==> src/rtl/sd_sector_dma_pkg.sv <==
// Shared definitions for the SD multi-sector read DMA: FSM encoding, sector geometry
// and the packed word layout pushed through the packing FIFO.
package sd_sector_dma_pkg;

    localparam int unsigned SD_HWORD_W     = 16;
    localparam int unsigned SD_WORD_W      = 32;
    localparam int unsigned SEC_ADDR_W     = 32;
    localparam int unsigned SEC_CNT_W      = 16;
    localparam int unsigned SD_SEC_HWORDS  = 256;
    localparam int unsigned SD_SEC_WORDS   = 128;

    typedef enum logic [2:0] {
        ST_IDLE      = 3'd0,
        ST_WAIT_INIT = 3'd1,
        ST_ISSUE     = 3'd2,
        ST_WAIT_BUSY = 3'd3,
        ST_XFER      = 3'd4,
        ST_NEXT      = 3'd5,
        ST_DRAIN     = 3'd6,
        ST_DONE      = 3'd7
    } state_e;

    // First half-word of a pair lands in the upper half to keep byte order.
    typedef struct packed {
        logic [SD_HWORD_W-1:0] hi;
        logic [SD_HWORD_W-1:0] lo;
    } sd_word_t;

endpackage

==> src/rtl/sd_sector_dma_fifo.sv <==
// Synchronous first-word-fall-through FIFO; a push on a full FIFO is accepted only
// when a pop frees a slot in the same cycle.
module sd_sector_dma_fifo #(
    parameter int unsigned WIDTH = 32,
    parameter int unsigned DEPTH = 64
) (
    input  logic             clk,
    input  logic             rst,
    input  logic             push,
    input  logic             pop,
    input  logic [WIDTH-1:0] din,
    output logic [WIDTH-1:0] dout,
    output logic             full,
    output logic             empty
);

    localparam int unsigned AW = $clog2(DEPTH);

    logic [WIDTH-1:0] mem_q [DEPTH];
    logic [AW:0]      wr_ptr_q;
    logic [AW:0]      rd_ptr_q;
    logic             wr_en_c;
    logic             rd_en_c;

    assign empty   = (wr_ptr_q == rd_ptr_q);
    assign full    = (wr_ptr_q[AW] != rd_ptr_q[AW]) && (wr_ptr_q[AW-1:0] == rd_ptr_q[AW-1:0]);
    assign rd_en_c = pop & ~empty;
    assign wr_en_c = push & (~full | rd_en_c);
    assign dout    = empty ? '0 : mem_q[rd_ptr_q[AW-1:0]];

    always_ff @(posedge clk) begin
        if (rst) begin
            wr_ptr_q <= '0;
            rd_ptr_q <= '0;
        end else begin
            if (wr_en_c) wr_ptr_q <= wr_ptr_q + (AW+1)'(1);
            if (rd_en_c) rd_ptr_q <= rd_ptr_q + (AW+1)'(1);
        end
    end

    always_ff @(posedge clk) begin
        if (wr_en_c) mem_q[wr_ptr_q[AW-1:0]] <= din;
    end

endmodule

==> src/rtl/sd_sector_dma.sv <==
// Multi-sector SD read sequencer: issues one start per sector, packs the 16-bit read
// stream into 32-bit words and writes them to memory at incrementing addresses.
module sd_sector_dma
    import sd_sector_dma_pkg::*;
#(
    parameter int unsigned FIFO_DEPTH = 64,
    parameter int unsigned ADDR_W     = 32
) (
    input  logic                  clk_ref,
    input  logic                  rst,
    input  logic                  cfg_start,
    input  logic [SEC_ADDR_W-1:0] cfg_sec_addr,
    input  logic [SEC_CNT_W-1:0]  cfg_sec_cnt,
    input  logic [ADDR_W-1:0]     cfg_mem_base,
    input  logic                  sd_init_done,
    input  logic                  sd_rd_busy,
    input  logic                  sd_rd_val_en,
    input  logic [SD_HWORD_W-1:0] sd_rd_val_data,
    output logic                  sd_start,
    output logic [SEC_ADDR_W-1:0] sd_rd_sec_addr,
    output logic                  mem_wr_valid,
    input  logic                  mem_wr_ready,
    output logic [ADDR_W-1:0]     mem_wr_addr,
    output logic [SD_WORD_W-1:0]  mem_wr_data,
    output logic                  busy,
    output logic                  done,
    output logic                  err_ovf
);

    state_e                  state_q, state_d;
    logic [SEC_ADDR_W-1:0]   sec_addr_q;
    logic [SEC_CNT_W-1:0]    remaining_q;
    logic [ADDR_W-1:0]       mem_addr_q;
    logic                    sd_start_q;
    logic                    busy_q;
    logic                    done_q;
    logic                    err_ovf_q;
    logic                    half_q;
    logic [SD_HWORD_W-1:0]   hi_q;
    logic                    push_q;
    sd_word_t                push_word_q;

    logic                    cfg_accept_c;
    logic                    sec_step_c;
    logic                    fifo_full_c;
    logic                    fifo_empty_c;
    logic                    fifo_pop_c;
    logic                    ovf_c;
    logic [SD_WORD_W-1:0]    fifo_dout_c;

    assign fifo_pop_c = ~fifo_empty_c & mem_wr_ready;
    assign ovf_c      = push_q & fifo_full_c & ~fifo_pop_c;

    // Sector sequencing
    always_comb begin
        state_d      = state_q;
        cfg_accept_c = 1'b0;
        sec_step_c   = 1'b0;
        case (state_q)
            ST_IDLE: begin
                if (cfg_start) begin
                    cfg_accept_c = 1'b1;
                    state_d      = (cfg_sec_cnt == '0) ? ST_DONE : ST_WAIT_INIT;
                end
            end
            ST_WAIT_INIT: if (sd_init_done) state_d = ST_ISSUE;
            ST_ISSUE:     state_d = ST_WAIT_BUSY;
            ST_WAIT_BUSY: if (sd_rd_busy) state_d = ST_XFER;
            ST_XFER:      if (!sd_rd_busy) state_d = ST_NEXT;
            ST_NEXT: begin
                sec_step_c = 1'b1;
                state_d    = (remaining_q == SEC_CNT_W'(1)) ? ST_DRAIN : ST_ISSUE;
            end
            ST_DRAIN:     if (fifo_empty_c && !push_q) state_d = ST_DONE;
            ST_DONE:      state_d = ST_IDLE;
            default:      state_d = ST_IDLE;
        endcase
    end

    always_ff @(posedge clk_ref) begin
        if (rst) begin
            state_q     <= ST_IDLE;
            sd_start_q  <= 1'b0;
            busy_q      <= 1'b0;
            done_q      <= 1'b0;
            err_ovf_q   <= 1'b0;
            sec_addr_q  <= '0;
            remaining_q <= '0;
            mem_addr_q  <= '0;
        end else begin
            state_q    <= state_d;
            sd_start_q <= (state_d == ST_ISSUE);
            busy_q     <= (state_d != ST_IDLE);
            done_q     <= (state_d == ST_DONE);
            if (cfg_accept_c) begin
                sec_addr_q  <= cfg_sec_addr;
                remaining_q <= cfg_sec_cnt;
                mem_addr_q  <= cfg_mem_base & ~ADDR_W'(3);
                err_ovf_q   <= 1'b0;
            end else begin
                if (sec_step_c) begin
                    sec_addr_q  <= sec_addr_q + SEC_ADDR_W'(1);
                    remaining_q <= remaining_q - SEC_CNT_W'(1);
                end
                if (fifo_pop_c) mem_addr_q <= mem_addr_q + ADDR_W'(4);
                if (ovf_c) err_ovf_q <= 1'b1;
            end
        end
    end

    // Half-word packer; the stream cannot stall, so the word is pushed a cycle later
    always_ff @(posedge clk_ref) begin
        if (rst) begin
            half_q      <= 1'b0;
            hi_q        <= '0;
            push_q      <= 1'b0;
            push_word_q <= '0;
        end else begin
            push_q <= 1'b0;
            if (state_q == ST_XFER && sd_rd_val_en) begin
                if (!half_q) begin
                    hi_q   <= sd_rd_val_data;
                    half_q <= 1'b1;
                end else begin
                    push_q         <= 1'b1;
                    push_word_q.hi <= hi_q;
                    push_word_q.lo <= sd_rd_val_data;
                    half_q         <= 1'b0;
                end
            end
        end
    end

    sd_sector_dma_fifo #(
        .WIDTH (SD_WORD_W),
        .DEPTH (FIFO_DEPTH)
    ) u_fifo (
        .clk   (clk_ref),
        .rst   (rst),
        .push  (push_q),
        .pop   (fifo_pop_c),
        .din   (push_word_q),
        .dout  (fifo_dout_c),
        .full  (fifo_full_c),
        .empty (fifo_empty_c)
    );

    assign sd_start       = sd_start_q;
    assign sd_rd_sec_addr = sec_addr_q;
    assign mem_wr_valid   = ~fifo_empty_c;
    assign mem_wr_addr    = mem_addr_q;
    assign mem_wr_data    = fifo_dout_c;
    assign busy           = busy_q;
    assign done           = done_q;
    assign err_ovf        = err_ovf_q;

endmodule

==> config.mk <==
export PLATFORM = sky130hd
export DESIGN_NAME = sd_sector_dma
export DESIGN_NICKNAME = d
export VERILOG_FILES = /design/src/rtl/sd_sector_dma_pkg.sv /design/src/rtl/sd_sector_dma_fifo.sv /design/src/rtl/sd_sector_dma.sv
export SDC_FILE = /design/constraint.sdc
export NUM_CORES = 2
export LEC_CHECK = 0
export ABC_CLOCK_PERIOD_IN_PS = 5500
export CORE_UTILIZATION = 36
export CTS_CLUSTER_SIZE = 16
export DETAILED_ROUTE_END_ITERATION = 10
export DONT_BUFFER_PORTS = 1
export GPL_ROUTABILITY_DRIVEN = 0
export HOLD_SLACK_MARGIN = 0.02
export PLACE_DENSITY = 0.59
export SYNTH_ARGS = -nofsm -noshare
export SYNTH_HDL_FRONTEND = slang
export SYNTH_SLANG_ARGS = --single-unit
==> constraint.sdc <==
create_clock -name clk_ref -period 5.5 [get_ports clk_ref]
set_clock_uncertainty 0.2 [all_clocks]
set_input_delay 0.275 -clock clk_ref [delete_from_list [all_inputs] [get_ports clk_ref]]
set_output_delay 0.275 -clock clk_ref [all_outputs]
set_load 0.005 [all_outputs]
==> results.json <==
{
  "start_util_pct": 36.2,
  "fill_cells": 20300,
  "postRouteAntennaNets": 1,
  "power_frac_seq_pct": 54.2,
  "synthTopCellsByCount": "2048 x edfxtp_1, 544 x mux4_2, 199 x nor2_1",
  "syn_area_mm2": 0.0852,
  "hold_buffers": 259,
  "drt-wirelength-per-cell_um": 29.0,
  "total_power_mw": 33.6,
  "yosysWarnings": 0,
  "drive_gt1_share_pct": 24.8,
  "port_buffers": 0,
  "fp.dieH_um": 488,
  "core_area_mm2": 0.235,
  "postCtsSetupRepairBufs": 0,
  "ys.flop_type": "edfxtp_1",
  "finalWorstSetupSlack_ns": 0.576,
  "crit_fanout": 17,
  "synthTopCellsByArea": "edfxtp_1 72%, mux4_2 14%, dfxtp_1 3.6%, mux2i_1 1.1%, nor2_1 0.88%",
  "power.density_mw_per_mm2": 336,
  "die-area_mm2": 0.239,
  "grt_pass1_wl_mm": 326,
  "p_sw_mw": 6.56,
  "maxSlewViolCount": 0,
  "synth_edf_count": 2048,
  "dr.pass1.iters": 7,
  "fmaxAchievable_mhz": 203,
  "cts_resized": 0,
  "cts_tree": "done",
  "wl_met2_mm": 110,
  "crit_slowest_cell": "or4_1",
  "drt_wl_total_mm": 228,
  "fin_crit_sh_pct": 89.5,
  "hpwl_mm": 130,
  "power.clock.fraction_pct": 44.6,
  "relSlewSlack_pct": 9.87,
  "crit_top_cell": "buf_4",
  "comb_power_share_pct": 1.2,
  "cts_max_path_buffers": 3,
  "critPathBufInv": 2,
  "vias": 43800,
  "synth_top_area_share_pct": 72.2,
  "start_kind": "register",
  "setup_tns_ns": 0,
  "fin_crit_ns": 4.92,
  "drtIter0Drc": 4653,
  "yosysTopAreaCell": "edfxtp_1",
  "cts-buffers-inserted": 218,
  "met3_length_mm": 18.9,
  "antenna_found_initial": 9,
  "maxCapViolations": 0,
  "ys_seq_area_share_pct": 75.9,
  "multiInputGateArea_mm2": 0.0199,
  "place_ws_ns": 1.16,
  "crit_family": "simple AND/OR/NAND/NOR gates",
  "synthArstFlopShare_pct": 0,
  "grt_max_degree": 118,
  "htree_levels": 4,
  "violations": "antenna rules",
  "worstPathRequired_ns": 5.03,
  "syn_avg_cell_area_um2": 20.7,
  "layout.nets": 4626,
  "grt_use_total_pct": 19.0,
  "setup_viol": 0,
  "cp_cell_sequence": "xor2_1, or4_1, nor3_4, buf_4, nor3_1, a22oi_1, o31ai_1, buf_4",
  "wl_met1_mm": 93.9,
  "rrSetupSlack_ns": 1.05,
  "synth_most_common_cell": "edfxtp_1",
  "hold_path.class": "primary input to register",
  "intPower_mw": 27.0,
  "max-vdd-ir-drop_v": 0.000272,
  "clockRootBuffer": "clkbuf_16",
  "outcome": "finished, violations left",
  "critical_path_class": "register to primary output",
  "routed_via_density": 5.57,
  "worst_setup_path_end_kind": "primary output",
  "die_w_um": 488,
  "row_count": 178,
  "yosys.cell_types.count": 72,
  "swShare_pct": 19.6,
  "ff_latch_area_mm2": 0.0647,
  "topRoutingLayerUsed": "met5",
  "cts.sinks": 2203,
  "max_stage_delay_ns": 0.66,
  "worst_slew_pin_slew_ns": 1.35,
  "clk_pin_slew_ns": 0.06,
  "overflow": 0,
  "drcViolationCount": 0,
  "rsz0062_at_grt": "no",
  "hold_viol": 0,
  "crit_arrival_ns": 4.45,
  "areaGrowthSynthToFinish_pct": 17.2,
  "grt_pass1_vias": 44800,
  "ios": 204,
  "syn_inst": 4110,
  "leakagePower_nw": 30.8,
  "insertion_delay_ns": 0.83,
  "ys_ff_latch": 2203
}
==> routing by layer <==
| layer | vias up | track usage, % |
|---|---|---|
| met5 | - | 0 |
| met4 | 4 | 4.91 |
| met3 | 333 | 4.19 |
| met2 | 1912 | 30.9 |
| met1 | 23500 | 25.8 |
| li1 | 18000 | - |
==> cell families after synthesis <==
group	count (synthesis)	synth area share, %
fa+ha+maj	6	0.0882
xor+xnor	66	0.679
flops	2203	75.9
other cells	1	0.00440
simple gates	530	3.03
mux	658	15.8
buf+inv	249	1.38
compound gates	397	3.22
==> path summary, 6_finish.rpt <==
| check | start | end | depth (start not counted) |
|---|---|---|---|
| worst min register to register | hi_q[4] | hi_q[4] | 2 |
| worst max register to register | u_fifo.wr_ptr_q[3] | u_fifo.mem_q[11][23] | 7 |
| worst min-delay path | cfg_mem_base[16] | mem_wr_addr[16] | 3 |
| worst max-delay path | u_fifo.wr_ptr_q[3] | mem_wr_data[20] | 8 |
==> layout make-up <==
cell class	count	share of cell area, %
sequential	2203	64.8
clock buffer	287	5.84
multi-input combinational	1659	20.0
clock inverter	118	1.29
inverter	15	0.0577
antenna	6	0.0150
timing repair buffer	420	4.10
tap	3150	3.95
==> sequential cells by signal, indices dropped and copies added, names as in the netlist, 3 cells and up, named ones only <==
register         cells
hi_q                16
sd_rd_sec_addr      32
state_q              3
remaining_q         16
u_fifo.rd_ptr_q      7
push_word_q         32
u_fifo.mem_q      2048
mem_wr_addr         30
u_fifo.wr_ptr_q      7
==> placed cells by master, fill, tap and decap left out, drive strengths merged, types with 12 or more instances in the layout <==
master	instances
a211oi	70
a21oi	100
a221o	13
a22o	36
a22oi	45
a31oi	13
and3	14
buf	162
bufinv	27
clkbuf	287
clkinv	83
dfxtp	155
dlygate4sd3	258
edfxtp	2048
inv	20
mux2	18
mux2i	96
mux4	544
nand2	101
nand2b	14
nand3	41
nand3b	12
nand4	20
nor2	200
nor2b	20
nor3	31
nor4	16
o21ai	32
o22ai	34
or2	12
xnor2	35
xor2	31
==> metrics by stage <==
step	hold WS [ns]	area (um^2)	instances	util (%)
finish	0.0971	99800	7858	42.4
floorplan	0.201	85200	4111	-
global route	0.0709	99800	7852	42.4
global placement	0.156	90100	7188	38.3
detailed placement	0.156	90100	7188	38.3
CTS	0.0270	99800	7852	42.4
==> power groups by stage <==
stage / registers [mW] / clock network, mW / logic [mW]
final: 18.2 / 15.0 / 0.389
after global routing: 18.2 / 15.8 / 0.418
after CTS: 18.2 / 15.2 / 0.371
after detailed placement: 18.5 / 0 / 0.181
after global placement: 18.5 / 0 / 0.175
after floorplan: 18.5 / 0 / 0.165
==> worst register-to-register path, stage by stage, from the launching register on <==
cell,delay [ns]
dfxtp_1,0.58
xor2_1,0.25
or4_1,0.33
o41ai_2,0.16
nor2_1,0.31
nand3_1,0.77
nor2_4,1.11
buf_4,0.40
Note: power is estimated with default switching activity, not from simulation.
